## config.mk

```make
export PLATFORM = sky130hd
export DESIGN_NAME = eq_biquad_sequencer
export DESIGN_NICKNAME = d
export VERILOG_FILES = /design/src/rtl/eq_pkg.sv /design/src/rtl/eq_mac.sv /design/src/rtl/eq_biquad_sequencer.sv
export SDC_FILE = /design/constraint.sdc
export NUM_CORES = 2
export LEC_CHECK = 0
export CORE_AREA = 2 2 187 281
export CTS_CLUSTER_DIAMETER = 120
export CTS_CLUSTER_SIZE = 12
export DETAILED_ROUTE_END_ITERATION = 7
export DIE_AREA = 0 0 189 283
export PLACE_DENSITY = 0.8
export SLEW_MARGIN = 25
export SYNTH_ARGS = -nofsm -noshare
export SYNTH_HDL_FRONTEND = slang
export SYNTH_SLANG_ARGS = --single-unit
export TNS_END_PERCENT = 5
```

## constraint.sdc

```tcl
create_clock -name i_clk -period 14.3 [get_ports i_clk]
set_input_delay 1.43 -clock i_clk [delete_from_list [all_inputs] [get_ports i_clk]]
set_output_delay 1.43 -clock i_clk [all_outputs]
set_load 0.1 [all_outputs]
```

## src/rtl/eq_pkg.sv

```systemverilog
// ---------------------------------------------------------------------------
// eq_pkg -- shared types and constants for the tone-EQ biquad sequencer.
//   tap_e          : coefficient/tap select order used on o_tap (a0,a1,a2,b1,b2)
//   seq_state_e    : sequencer FSM states
//   biquad_hist_t  : per-stage Direct-Form-I history (x[n-1], x[n-2], y[n-1], y[n-2])
//   COEF_FRAC/ONE  : Q4.28 coefficient format
// Build option: EQ_SEQ_SAT_EN (see eq_mac) selects saturating vs wrapping narrow.
// ---------------------------------------------------------------------------
package eq_pkg;

    localparam int               HIST_W    = 16;
    localparam int               COEF_FRAC = 28;
    localparam logic signed [31:0] COEF_ONE = 32'sh1000_0000;

    typedef enum logic [2:0] {
        TAP_A0 = 3'd0,
        TAP_A1 = 3'd1,
        TAP_A2 = 3'd2,
        TAP_B1 = 3'd3,
        TAP_B2 = 3'd4
    } tap_e;

    typedef enum logic [1:0] {
        IDLE = 2'd0,
        MAC  = 2'd1,
        WB   = 2'd2,
        DONE = 2'd3
    } seq_state_e;

    // Histories always hold the narrowed sample, never the raw accumulator.
    typedef struct packed {
        logic signed [HIST_W-1:0] x1;
        logic signed [HIST_W-1:0] x2;
        logic signed [HIST_W-1:0] y1;
        logic signed [HIST_W-1:0] y2;
    } biquad_hist_t;

endpackage

```

## src/rtl/eq_mac.sv

```systemverilog
// ---------------------------------------------------------------------------
// eq_mac -- the single shared multiply-accumulate unit of the biquad cascade.
//   clk, rst   : clock, asynchronous active-high reset
//   en         : accumulate this cycle
//   clear      : start a new sum (tap 0) instead of adding to the old one
//   subtract   : feedback taps (b1, b2) subtract their product
//   sample     : signed history/input sample for the current tap
//   coef       : signed Q4.28 coefficient for the current tap
//   y          : accumulator rounded half-up and narrowed to DATA_W
// Build option: EQ_SEQ_SAT_EN defined -> y saturates to the DATA_W range;
//               undefined -> y is the two's-complement wrap of the rounded sum.
// ---------------------------------------------------------------------------
module eq_mac #(
    parameter int DATA_W    = 16,
    parameter int COEF_W    = 32,
    parameter int COEF_FRAC = 28,
    parameter int ACC_W     = 56
) (
    input  logic              clk,
    input  logic              rst,
    input  logic              en,
    input  logic              clear,
    input  logic              subtract,
    input  logic [DATA_W-1:0] sample,
    input  logic [COEF_W-1:0] coef,
    output logic [DATA_W-1:0] y
);

    localparam int PROD_W = DATA_W + COEF_W;
    localparam logic signed [ACC_W-1:0] ROUND_HALF = ACC_W'(1'b1) << (COEF_FRAC - 1);

    logic signed [PROD_W-1:0] prod_s;
    logic signed [ACC_W-1:0]  prod_ext_s;
    logic signed [ACC_W-1:0]  base_s;
    logic signed [ACC_W-1:0]  acc_next_s;
    logic signed [ACC_W-1:0]  acc_r;

    // Product, sign-extended into the accumulator, then added or subtracted
    always_comb begin
        prod_s     = PROD_W'($signed(sample)) * PROD_W'($signed(coef));
        prod_ext_s = ACC_W'(prod_s);
        base_s     = clear ? '0 : acc_r;
        if (subtract) begin
            acc_next_s = base_s - prod_ext_s;
        end else begin
            acc_next_s = base_s + prod_ext_s;
        end
    end

    // Accumulator register; holds its value outside tap cycles
    always_ff @(posedge clk or posedge rst) begin
        if (rst) begin
            acc_r <= '0;
        end else if (en) begin
            acc_r <= acc_next_s;
        end else begin
            acc_r <= acc_r;
        end
    end

`ifdef EQ_SEQ_SAT_EN
    localparam logic signed [ACC_W-1:0] Y_MAX = {{(ACC_W-DATA_W+1){1'b0}}, {(DATA_W-1){1'b1}}};
    localparam logic signed [ACC_W-1:0] Y_MIN = ~Y_MAX;

    logic signed [ACC_W-1:0] shifted_s;

    // Round half up, then clamp into the DATA_W signed range
    always_comb begin
        shifted_s = (acc_r + ROUND_HALF) >>> COEF_FRAC;
        if (shifted_s > Y_MAX) begin
            y = DATA_W'(Y_MAX);
        end else if (shifted_s < Y_MIN) begin
            y = DATA_W'(Y_MIN);
        end else begin
            y = DATA_W'(shifted_s);
        end
    end
`else
    // Round half up, then keep the low DATA_W bits (two's-complement wrap)
    always_comb begin
        y = DATA_W'((acc_r + ROUND_HALF) >>> COEF_FRAC);
    end
`endif

endmodule

```

## src/rtl/eq_biquad_sequencer.sv

```systemverilog
// ---------------------------------------------------------------------------
// eq_biquad_sequencer -- time-multiplexed controller for a cascade of
// NUM_STAGES Direct-Form-I biquads (stage 0 bass, stage 1 treble) sharing one
// eq_mac. Per accepted sample: 5 tap cycles + 1 writeback cycle per stage,
// then the result is presented with a one-cycle o_valid.
// Ports:
//   i_clk, i_rst : clock, asynchronous active-high reset
//   i_valid      : new-sample strobe;  i_enable : 1 filter, 0 bypass
//   i_data       : signed input sample
//   o_stage/o_tap: coefficient LUT select (0 outside tap cycles)
//   i_coef       : coefficient returned combinationally for o_stage/o_tap
//   o_busy       : sample in flight;   o_overrun : sample dropped while busy
//   o_data       : result, held until the next o_valid
// Build option: EQ_SEQ_SAT_EN (saturating narrow, implemented in eq_mac).
// ---------------------------------------------------------------------------
module eq_biquad_sequencer
    import eq_pkg::*;
#(
    parameter int NUM_STAGES = 2,
    parameter int DATA_W     = 16,
    parameter int COEF_W     = 32,
    parameter int COEF_FRAC  = eq_pkg::COEF_FRAC,
    parameter int ACC_W      = 56,
    localparam int STAGE_W   = (NUM_STAGES > 1) ? $clog2(NUM_STAGES) : 1
) (
    input  logic               i_clk,
    input  logic               i_rst,
    input  logic               i_valid,
    input  logic               i_enable,
    input  logic [DATA_W-1:0]  i_data,
    output logic [STAGE_W-1:0] o_stage,
    output logic [2:0]         o_tap,
    input  logic [COEF_W-1:0]  i_coef,
    output logic               o_busy,
    output logic [DATA_W-1:0]  o_data,
    output logic               o_valid,
    output logic               o_overrun
);

    seq_state_e          state_r, state_n;
    tap_e                tap_r, tap_n;
    logic [STAGE_W-1:0]  stage_r, stage_n;
    logic [DATA_W-1:0]   x_in_r;           // current stage input: sample, then previous stage's y
    biquad_hist_t        hist_r [NUM_STAGES];

    logic                accept_s, bypass_s, overrun_s, wb_s, done_s;
    logic                mac_en_s, mac_clear_s, mac_sub_s;
    logic [DATA_W-1:0]   mac_sample_s;
    logic [DATA_W-1:0]   mac_y_s;

    // Next-state decode and per-cycle control strobes
    always_comb begin
        state_n     = state_r;
        tap_n       = tap_r;
        stage_n     = stage_r;
        accept_s    = 1'b0;
        bypass_s    = 1'b0;
        overrun_s   = 1'b0;
        wb_s        = 1'b0;
        done_s      = 1'b0;
        mac_en_s    = 1'b0;
        mac_clear_s = 1'b0;
        mac_sub_s   = 1'b0;
        case (state_r)
            IDLE, DONE: begin
                // DONE also accepts, giving back-to-back throughput
                if (i_valid && i_enable) begin
                    accept_s = 1'b1;
                    state_n  = MAC;
                    tap_n    = TAP_A0;
                    stage_n  = '0;
                end else if (i_valid) begin
                    bypass_s = 1'b1;
                    state_n  = IDLE;
                end else begin
                    state_n  = IDLE;
                end
            end
            MAC: begin
                overrun_s   = i_valid;
                mac_en_s    = 1'b1;
                mac_clear_s = (tap_r == TAP_A0);
                mac_sub_s   = (tap_r == TAP_B1) || (tap_r == TAP_B2);
                if (tap_r == TAP_B2) begin
                    state_n = WB;
                    tap_n   = TAP_A0;
                end else begin
                    tap_n   = tap_e'(tap_r + 3'd1);
                end
            end
            WB: begin
                overrun_s = i_valid;
                wb_s      = 1'b1;
                if (stage_r == STAGE_W'(NUM_STAGES - 1)) begin
                    done_s  = 1'b1;
                    state_n = DONE;
                    stage_n = '0;
                end else begin
                    state_n = MAC;
                    stage_n = stage_r + STAGE_W'(1);
                end
            end
            default: begin
                state_n = IDLE;
            end
        endcase
    end

    // MAC operand select: which history word feeds the current tap
    always_comb begin
        case (tap_r)
            TAP_A0:  mac_sample_s = x_in_r;
            TAP_A1:  mac_sample_s = hist_r[stage_r].x1;
            TAP_A2:  mac_sample_s = hist_r[stage_r].x2;
            TAP_B1:  mac_sample_s = hist_r[stage_r].y1;
            TAP_B2:  mac_sample_s = hist_r[stage_r].y2;
            default: mac_sample_s = '0;
        endcase
    end

    eq_mac #(
        .DATA_W   (DATA_W),
        .COEF_W   (COEF_W),
        .COEF_FRAC(COEF_FRAC),
        .ACC_W    (ACC_W)
    ) u_mac (
        .clk     (i_clk),
        .rst     (i_rst),
        .en      (mac_en_s),
        .clear   (mac_clear_s),
        .subtract(mac_sub_s),
        .sample  (mac_sample_s),
        .coef    (i_coef),
        .y       (mac_y_s)
    );

    // FSM and tap/stage counters
    always_ff @(posedge i_clk or posedge i_rst) begin
        if (i_rst) begin
            state_r <= IDLE;
            tap_r   <= TAP_A0;
            stage_r <= '0;
        end else begin
            state_r <= state_n;
            tap_r   <= tap_n;
            stage_r <= stage_n;
        end
    end

    // Stage input latch: the accepted sample, then each stage's output
    always_ff @(posedge i_clk or posedge i_rst) begin
        if (i_rst) begin
            x_in_r <= '0;
        end else if (accept_s) begin
            x_in_r <= i_data;
        end else if (wb_s) begin
            x_in_r <= mac_y_s;
        end else begin
            x_in_r <= x_in_r;
        end
    end

    // Biquad histories: shift on writeback, cleared by bypass
    always_ff @(posedge i_clk or posedge i_rst) begin
        if (i_rst) begin
            for (int i = 0; i < NUM_STAGES; i++) begin
                hist_r[i] <= '0;
            end
        end else if (bypass_s) begin
            for (int i = 0; i < NUM_STAGES; i++) begin
                hist_r[i] <= '0;
            end
        end else if (wb_s) begin
            hist_r[stage_r].x2 <= hist_r[stage_r].x1;
            hist_r[stage_r].x1 <= x_in_r;
            hist_r[stage_r].y2 <= hist_r[stage_r].y1;
            hist_r[stage_r].y1 <= mac_y_s;
        end else begin
            for (int i = 0; i < NUM_STAGES; i++) begin
                hist_r[i] <= hist_r[i];
            end
        end
    end

    // Registered outputs; LUT selects are registered from the next-state values
    // so they line up with the tap being executed in the following cycle
    always_ff @(posedge i_clk or posedge i_rst) begin
        if (i_rst) begin
            o_valid   <= 1'b0;
            o_overrun <= 1'b0;
            o_busy    <= 1'b0;
            o_stage   <= '0;
            o_tap     <= 3'd0;
            o_data    <= '0;
        end else begin
            o_valid   <= done_s | bypass_s;
            o_overrun <= overrun_s;
            o_busy    <= (state_n == MAC) || (state_n == WB);
            o_stage   <= (state_n == MAC) ? stage_n : '0;
            o_tap     <= (state_n == MAC) ? 3'(tap_n) : 3'd0;
            if (done_s) begin
                o_data <= mac_y_s;
            end else if (bypass_s) begin
                o_data <= i_data;
            end else begin
                o_data <= o_data;
            end
        end
    end

endmodule

```

# Word-level counts from Yosys, hierarchy flattened
# Index checks and enable logic that the tools add are counted.
dict set report op_classes {
  addsub 5
  mul 1
  div 0
  magnitude_cmp 2
  eq_ne 9
  shift 0
  n_mux 48
  bitwise_logic 2
  reduce_logical 11
}
# op count
set op_table {}
lappend op_table {{128-bit bitwise mux} 4}
lappend op_table {{64-bit demux with 1-bit select} 4}
lappend op_table {{128-bit two-way mux} 2}
lappend op_table {{64-bit two-way mux} 4}
lappend op_table {{56-bit two-way mux} 2}
lappend op_table {{16-bit two-way mux} 5}
lappend op_table {{16-bit case mux with 5 select lines} 1}
lappend op_table {{56-bit by 48-bit adder with 56-bit output} 1}
lappend op_table {{56-bit by 48-bit subtractor with 56-bit output} 1}
lappend op_table {{16-bit by 32-bit multiplier with 48-bit output} 1}
lappend op_table {{48-bit two-way mux} 1}
lappend op_table {{44-bit by 29-bit adder with 44-bit output (second input constant)} 1}
lappend op_table {{32-bit two-way mux} 1}
lappend op_table {{1-bit two-way mux} 16}
lappend op_table {{3-bit two-way mux} 3}
lappend op_table {{2-bit == test (second input constant)} 3}
lappend op_table {{3-bit by 2-bit == test with 1-bit output (second input constant)} 2}
lappend op_table {{2-bit case mux with 3 select lines} 1}
lappend op_table {{3-bit case mux with 2 select lines} 1}
lappend op_table {{2-bit nonzero test} 3}
lappend op_table {{2-bit by 1-bit == test with 1-bit output (second input constant)} 2}
lappend op_table {{2-bit two-way mux} 2}
lappend op_table {{2-bit OR reduction} 2}
lappend op_table {{3-bit by 1-bit adder with 3-bit output (second input constant)} 1}
lappend op_table {{12 further kinds} 14}
dict set report word_totals {
  regBits 229
  latch_bits 0
  mem_bits_rw 0
  mem_bits_ro 0
  in_bits 52
  out_inout_bits 23
  word_cells 97
  mem_count 0
}

# Depth between registers and ports, before layout
dict set report depth {
  word_depth 11
  ltp_mapped 52
  ltp_nobuf 47
}

# By module
# A second synthesis with hierarchy kept.
dict set report unflattened {
  cells_unflattened 3579
  area_unflattened_um2 31186.2
}
# mod n_inst cells_per_inst area_each_um2 seq_area_each_um2
set by_module_without_submodules {}
lappend by_module_without_submodules {eq_mac 1 2697 22838.2 1101.1}
lappend by_module_without_submodules {eq_biquad_sequencer 1 882 8348.0 4329.2}

# Least setup slack after synthesis
# OpenSTA, ideal clock, no wires.
dict set report synth_path {
  path_kind {register to register}
  startpoint {register tap_r[0]}
  endpoint {register u_mac.acc_r[42]}
  setup_time_ns 0.125
  arrival_time_ns 11.153
  required_time_ns 14.175
  path_slack_ns 3.022
  stages_incl_launch_ff 47
  path_buffers 5
  synth_period_minus_slack_ns 11.278
  path_cell_list {dfrtp_1 -> inv_1 -> ha_1 -> nor2b_1 -> clkbuf_1 -> clkbuf_1 -> buf_1 -> a221o_1 -> a222oi_1 -> a21oi_1 -> clkbuf_1 -> and2_1 -> fa_1 -> inv_1 -> fa_1 -> fa_1 -> fa_1 -> inv_1 -> [... 11 more ...] -> or4b_1 -> or4_1 -> clkbuf_1 -> o31ai_1 -> xnor2_1 -> ha_1 -> a21o_1 -> a21o_1 -> a21oi_1 -> nor2b_1 -> o21ai_0 -> a21oi_1 -> a211o_1 -> a22o_1 -> o41ai_1 -> o21ai_0 -> xor2_1 -> mux2_2}
}
dict set report synth_via {
  elab_chain_len 5
  elab_cells_between_ends 14
  cone_classes {add/sub (2); mul (1); eq/ne (4); mux (5); reduce/logical (2)}
}
# element line_no
set synth_lines {}
lappend synth_lines {{from (decl)} eq_biquad_sequencer.sv:41} ;# tap_e tap_r, tap_n;
lappend synth_lines {{from (signal assigned)} eq_biquad_sequencer.sv:145} ;# tap_r <= tap_n;
lappend synth_lines {{3-bit == test (tied with other cells)} {eq_biquad_sequencer.sv:83, eq_biquad_sequencer.sv:111}}
lappend synth_lines {{16-bit case mux with 5 select lines / 1-bit two-way mux (equally long branches)} {eq_biquad_sequencer.sv:111, eq_biquad_sequencer.sv:64}}
lappend synth_lines {{16-bit by 32-bit multiplier with 48-bit output / 56-bit two-way mux (equally long branches)} {eq_mac.sv:40, eq_mac.sv:42}}
lappend synth_lines {{56-bit by 48-bit adder with 56-bit output / 56-bit by 48-bit subtractor with 56-bit output (equally long branches)} {eq_mac.sv:46, eq_mac.sv:44}}
lappend synth_lines {{56-bit two-way mux (*)} eq_mac.sv:43} ;# if (subtract) begin
lappend synth_lines {{to (signal assigned)} eq_mac.sv:55} ;# acc_r <= acc_next_s;
lappend synth_lines {{to (signal assigned)} eq_mac.sv:57} ;# acc_r <= acc_r;
lappend synth_lines {{to (decl)} eq_mac.sv:36} ;# logic signed [ACC_W-1:0] acc_r;
# Mark *: on every way between the ends. The rest lies on a longest branch, timed or not.
# A chain may end at the register's enable or synchronous reset.

# Worst setup path after layout
dict set report layout_path {
  startpoint {register tap_r[1]}
  endpoint {register u_mac.acc_r[42]}
}
# The elaborated chain is that of the path after synthesis.

==> out/metrics.cfg <==
[drt]
wl_per_cell_um=18.93
initialDrtViolationCount=1662
drc=0
drt_first_pass_iters=6
routed_wl_mm=78.27
num_vias=24470
viasPerCell=5.917
antenna_left=0

[timing]
tns_ns=0
tightestPinTransition_ns=1.096
setup_viol=0
layout_min_cycle_time_ns=12.70
finClkSkew_ns=0.01617
relSlewSlack=0.2642
rsz0062_at_grt=false
fmax_mhz=78.74
finalHoldViolations=0
drv_slew=0
finalCritPeriodShare=0.8881

[logic_synthesis]
netlist_area_um2=30440
synth_cell_types=74
synth-compound-area-share=0.1325
synthAdderAreaFrac=0.3651
syn_inst=3504
synthXorXnorAreaFrac=0.04081
syn_avg_cell_area_um2=8.688
ys_seq_area_frac=0.1784
yosysWarningCount=0
synthArstFlopShare=1.000
yosys.area_share.simple=0.1692
synth_top_flop_cell=dfrtp_1
synth_top_family_by_area=adder cells
synth.area.mux_share=0.01907
synth_edf_count=0
synth_nets=4172
ys_seq_elements=217

[worst_setup_path]
crit_fanout=21
end_kind=register
critical-path-top-delay-family=adder cells
crit_type=register to register
critPathBufInv=7
crit_required_ns=14.70
reg2regPathDepth=45
crit_top_cell=fa_1
slowest_stage=nor2b_2
slowest_delay_ns=0.73
cp_num_cells=45
crit_arrival_ns=13.10
cp-start-kind=register

[clocking]
post_cts_resized=0
numCtsBuffers=22
cts_setup_buffers=0
ctsLongestPathBuffers=3
clkSlewWorstSetupHoldPaths_ns=0.07
cts.sinks=217
clkLatencyLatePin_ns=0.52
cts_tree=done
cts_max_level=1
cts-root-buf=clkbuf_16
cts.hold.buffers_added=0

[floorplanning]
top_level_ports=75
core_um2=51180
row_count=102
fp.dieH_um=283
fp.dieW_um=189
die_area_um2=53490
initial_core_util=0.5949

[placement]
dp_hpwl_mm=60.62
io_buffers=74
gp_congestion=0.9381

[global_routing]
grt.overflow.total=0
grtUsageTotal=0.3045
grt_start_max_net_pins=79
grt_pass1_wl_mm=131.0
first_global_vias=26310
antenna_found_initial=1

[status]
status=complete, no violations

[layout]
drive_above_1_share=0.04683
final_common_cell=inv_1
mostFrequentLayoutCells=inv_1, nand2_1, fa_1
antennaDiodeCount=0
area_growth_pct=6.181
final_nets=4125

[run]
maxCapViolCount=0

[min_path]
worstHoldPathCells=1
hp-class=register to register

worst paths after layout:
path                                                  start                     endpoint  slack, ns
worst max register to register           tap_r[1]$_DFF_PP0_  u_mac.acc_r[42]$_DFFE_PP0P_       1.60
min in group asynchronous                             i_rst   u_mac.acc_r[1]$_DFFE_PP0P_       1.35
max in group asynchronous                             i_rst            stage_r$_DFF_PP0_      11.59
worst max-delay path                     tap_r[1]$_DFF_PP0_  u_mac.acc_r[42]$_DFFE_PP0P_       1.60
worst min register to register  u_mac.acc_r[13]$_DFFE_PP0P_  u_mac.acc_r[13]$_DFFE_PP0P_       0.47
worst min-delay path            u_mac.acc_r[13]$_DFFE_PP0P_  u_mac.acc_r[13]$_DFFE_PP0P_       0.47
final cells by class:
cell class	count	area (µm²)
Tap cell	676	845.8
Multi-Input combinational cell	2518	22230
Inverter	589	2218
Timing Repair Buffer	109	1007
Clock inverter	1	11.26
Clock buffer	25	583.1
Sequential cell	217	5431
Fill cell	4275	18850
Yosys cell counts, types with 13 or more instances:
cell | instances | area share
or3_1 | 16 | 0.0033
dfrtp_1 | 217 | 0.18
inv_1 | 589 | 0.073
or2_2 | 20 | 0.0041
nor2b_1 | 20 | 0.0041
a222oi_1 | 13 | 0.0043
and2_1 | 233 | 0.048
a21o_1 | 40 | 0.0099
xor2_1 | 57 | 0.016
and3_1 | 26 | 0.0053
o21bai_1 | 14 | 0.0035
fa_1 | 454 | 0.30
a211oi_1 | 13 | 0.0032
a22o_1 | 53 | 0.015
ha_1 | 162 | 0.067
nand2_1 | 567 | 0.070
o21a_1 | 17 | 0.0042
a21oi_1 | 191 | 0.031
nand3_1 | 24 | 0.0039
mux2i_1 | 13 | 0.0043
nor2_1 | 93 | 0.011
a221o_1 | 23 | 0.0076
mux2_2 | 40 | 0.015
xnor2_1 | 83 | 0.024
o21ai_0 | 155 | 0.025
clkbuf_1 | 173 | 0.021
nor3_1 | 29 | 0.0048
registers in the layout, summed over array words and instances (netlist names), 2 cells and up:
register / flops
hist_r: 128
x_in_r: 16
o_data: 16
u_mac.acc_r: 44
state_r: 2
tap_r: 3
o_tap: 3
logic make-up after synthesis:
family          Yosys count
compound gates          621
buf+inv                 769
mux                      53
xor+xnor                141
flops                   217
simple gates           1087
fa+ha+maj               616
through the flow:
| step | hold slack, ns | setup slack (ns) | cell area, µm² | util | instances |
|---|---|---|---|---|---|
| CTS | 0.4758 | 1.743 | 32320 | 0.6316 | 4135 |
| floorplan | 0.4436 | 3.023 | 30440 | - | 3504 |
| global route | 0.5068 | 0.7539 | 32330 | 0.6317 | 4135 |
| detailed placement | 0.4610 | 1.763 | 31730 | 0.6199 | 4109 |
| global placement | 0.4590 | 2.058 | 31730 | 0.6199 | 4109 |
| finish | 0.4741 | 1.600 | 32330 | 0.6317 | 4135 |
layer usage:
metal,global-route usage,share of wire,routed length (µm),up-vias
met5,0,0,0,-
met4,0.1438,0.050,3918,0
met3,0.01970,0.049,3816,283
met2,0.5536,0.52,41060,918
met1,0.3659,0.38,29480,12260
li1,-,-,-,11010
Power is not shown: default switching activity piles up to over one toggle a cycle in this logic, so the estimate is an artifact.
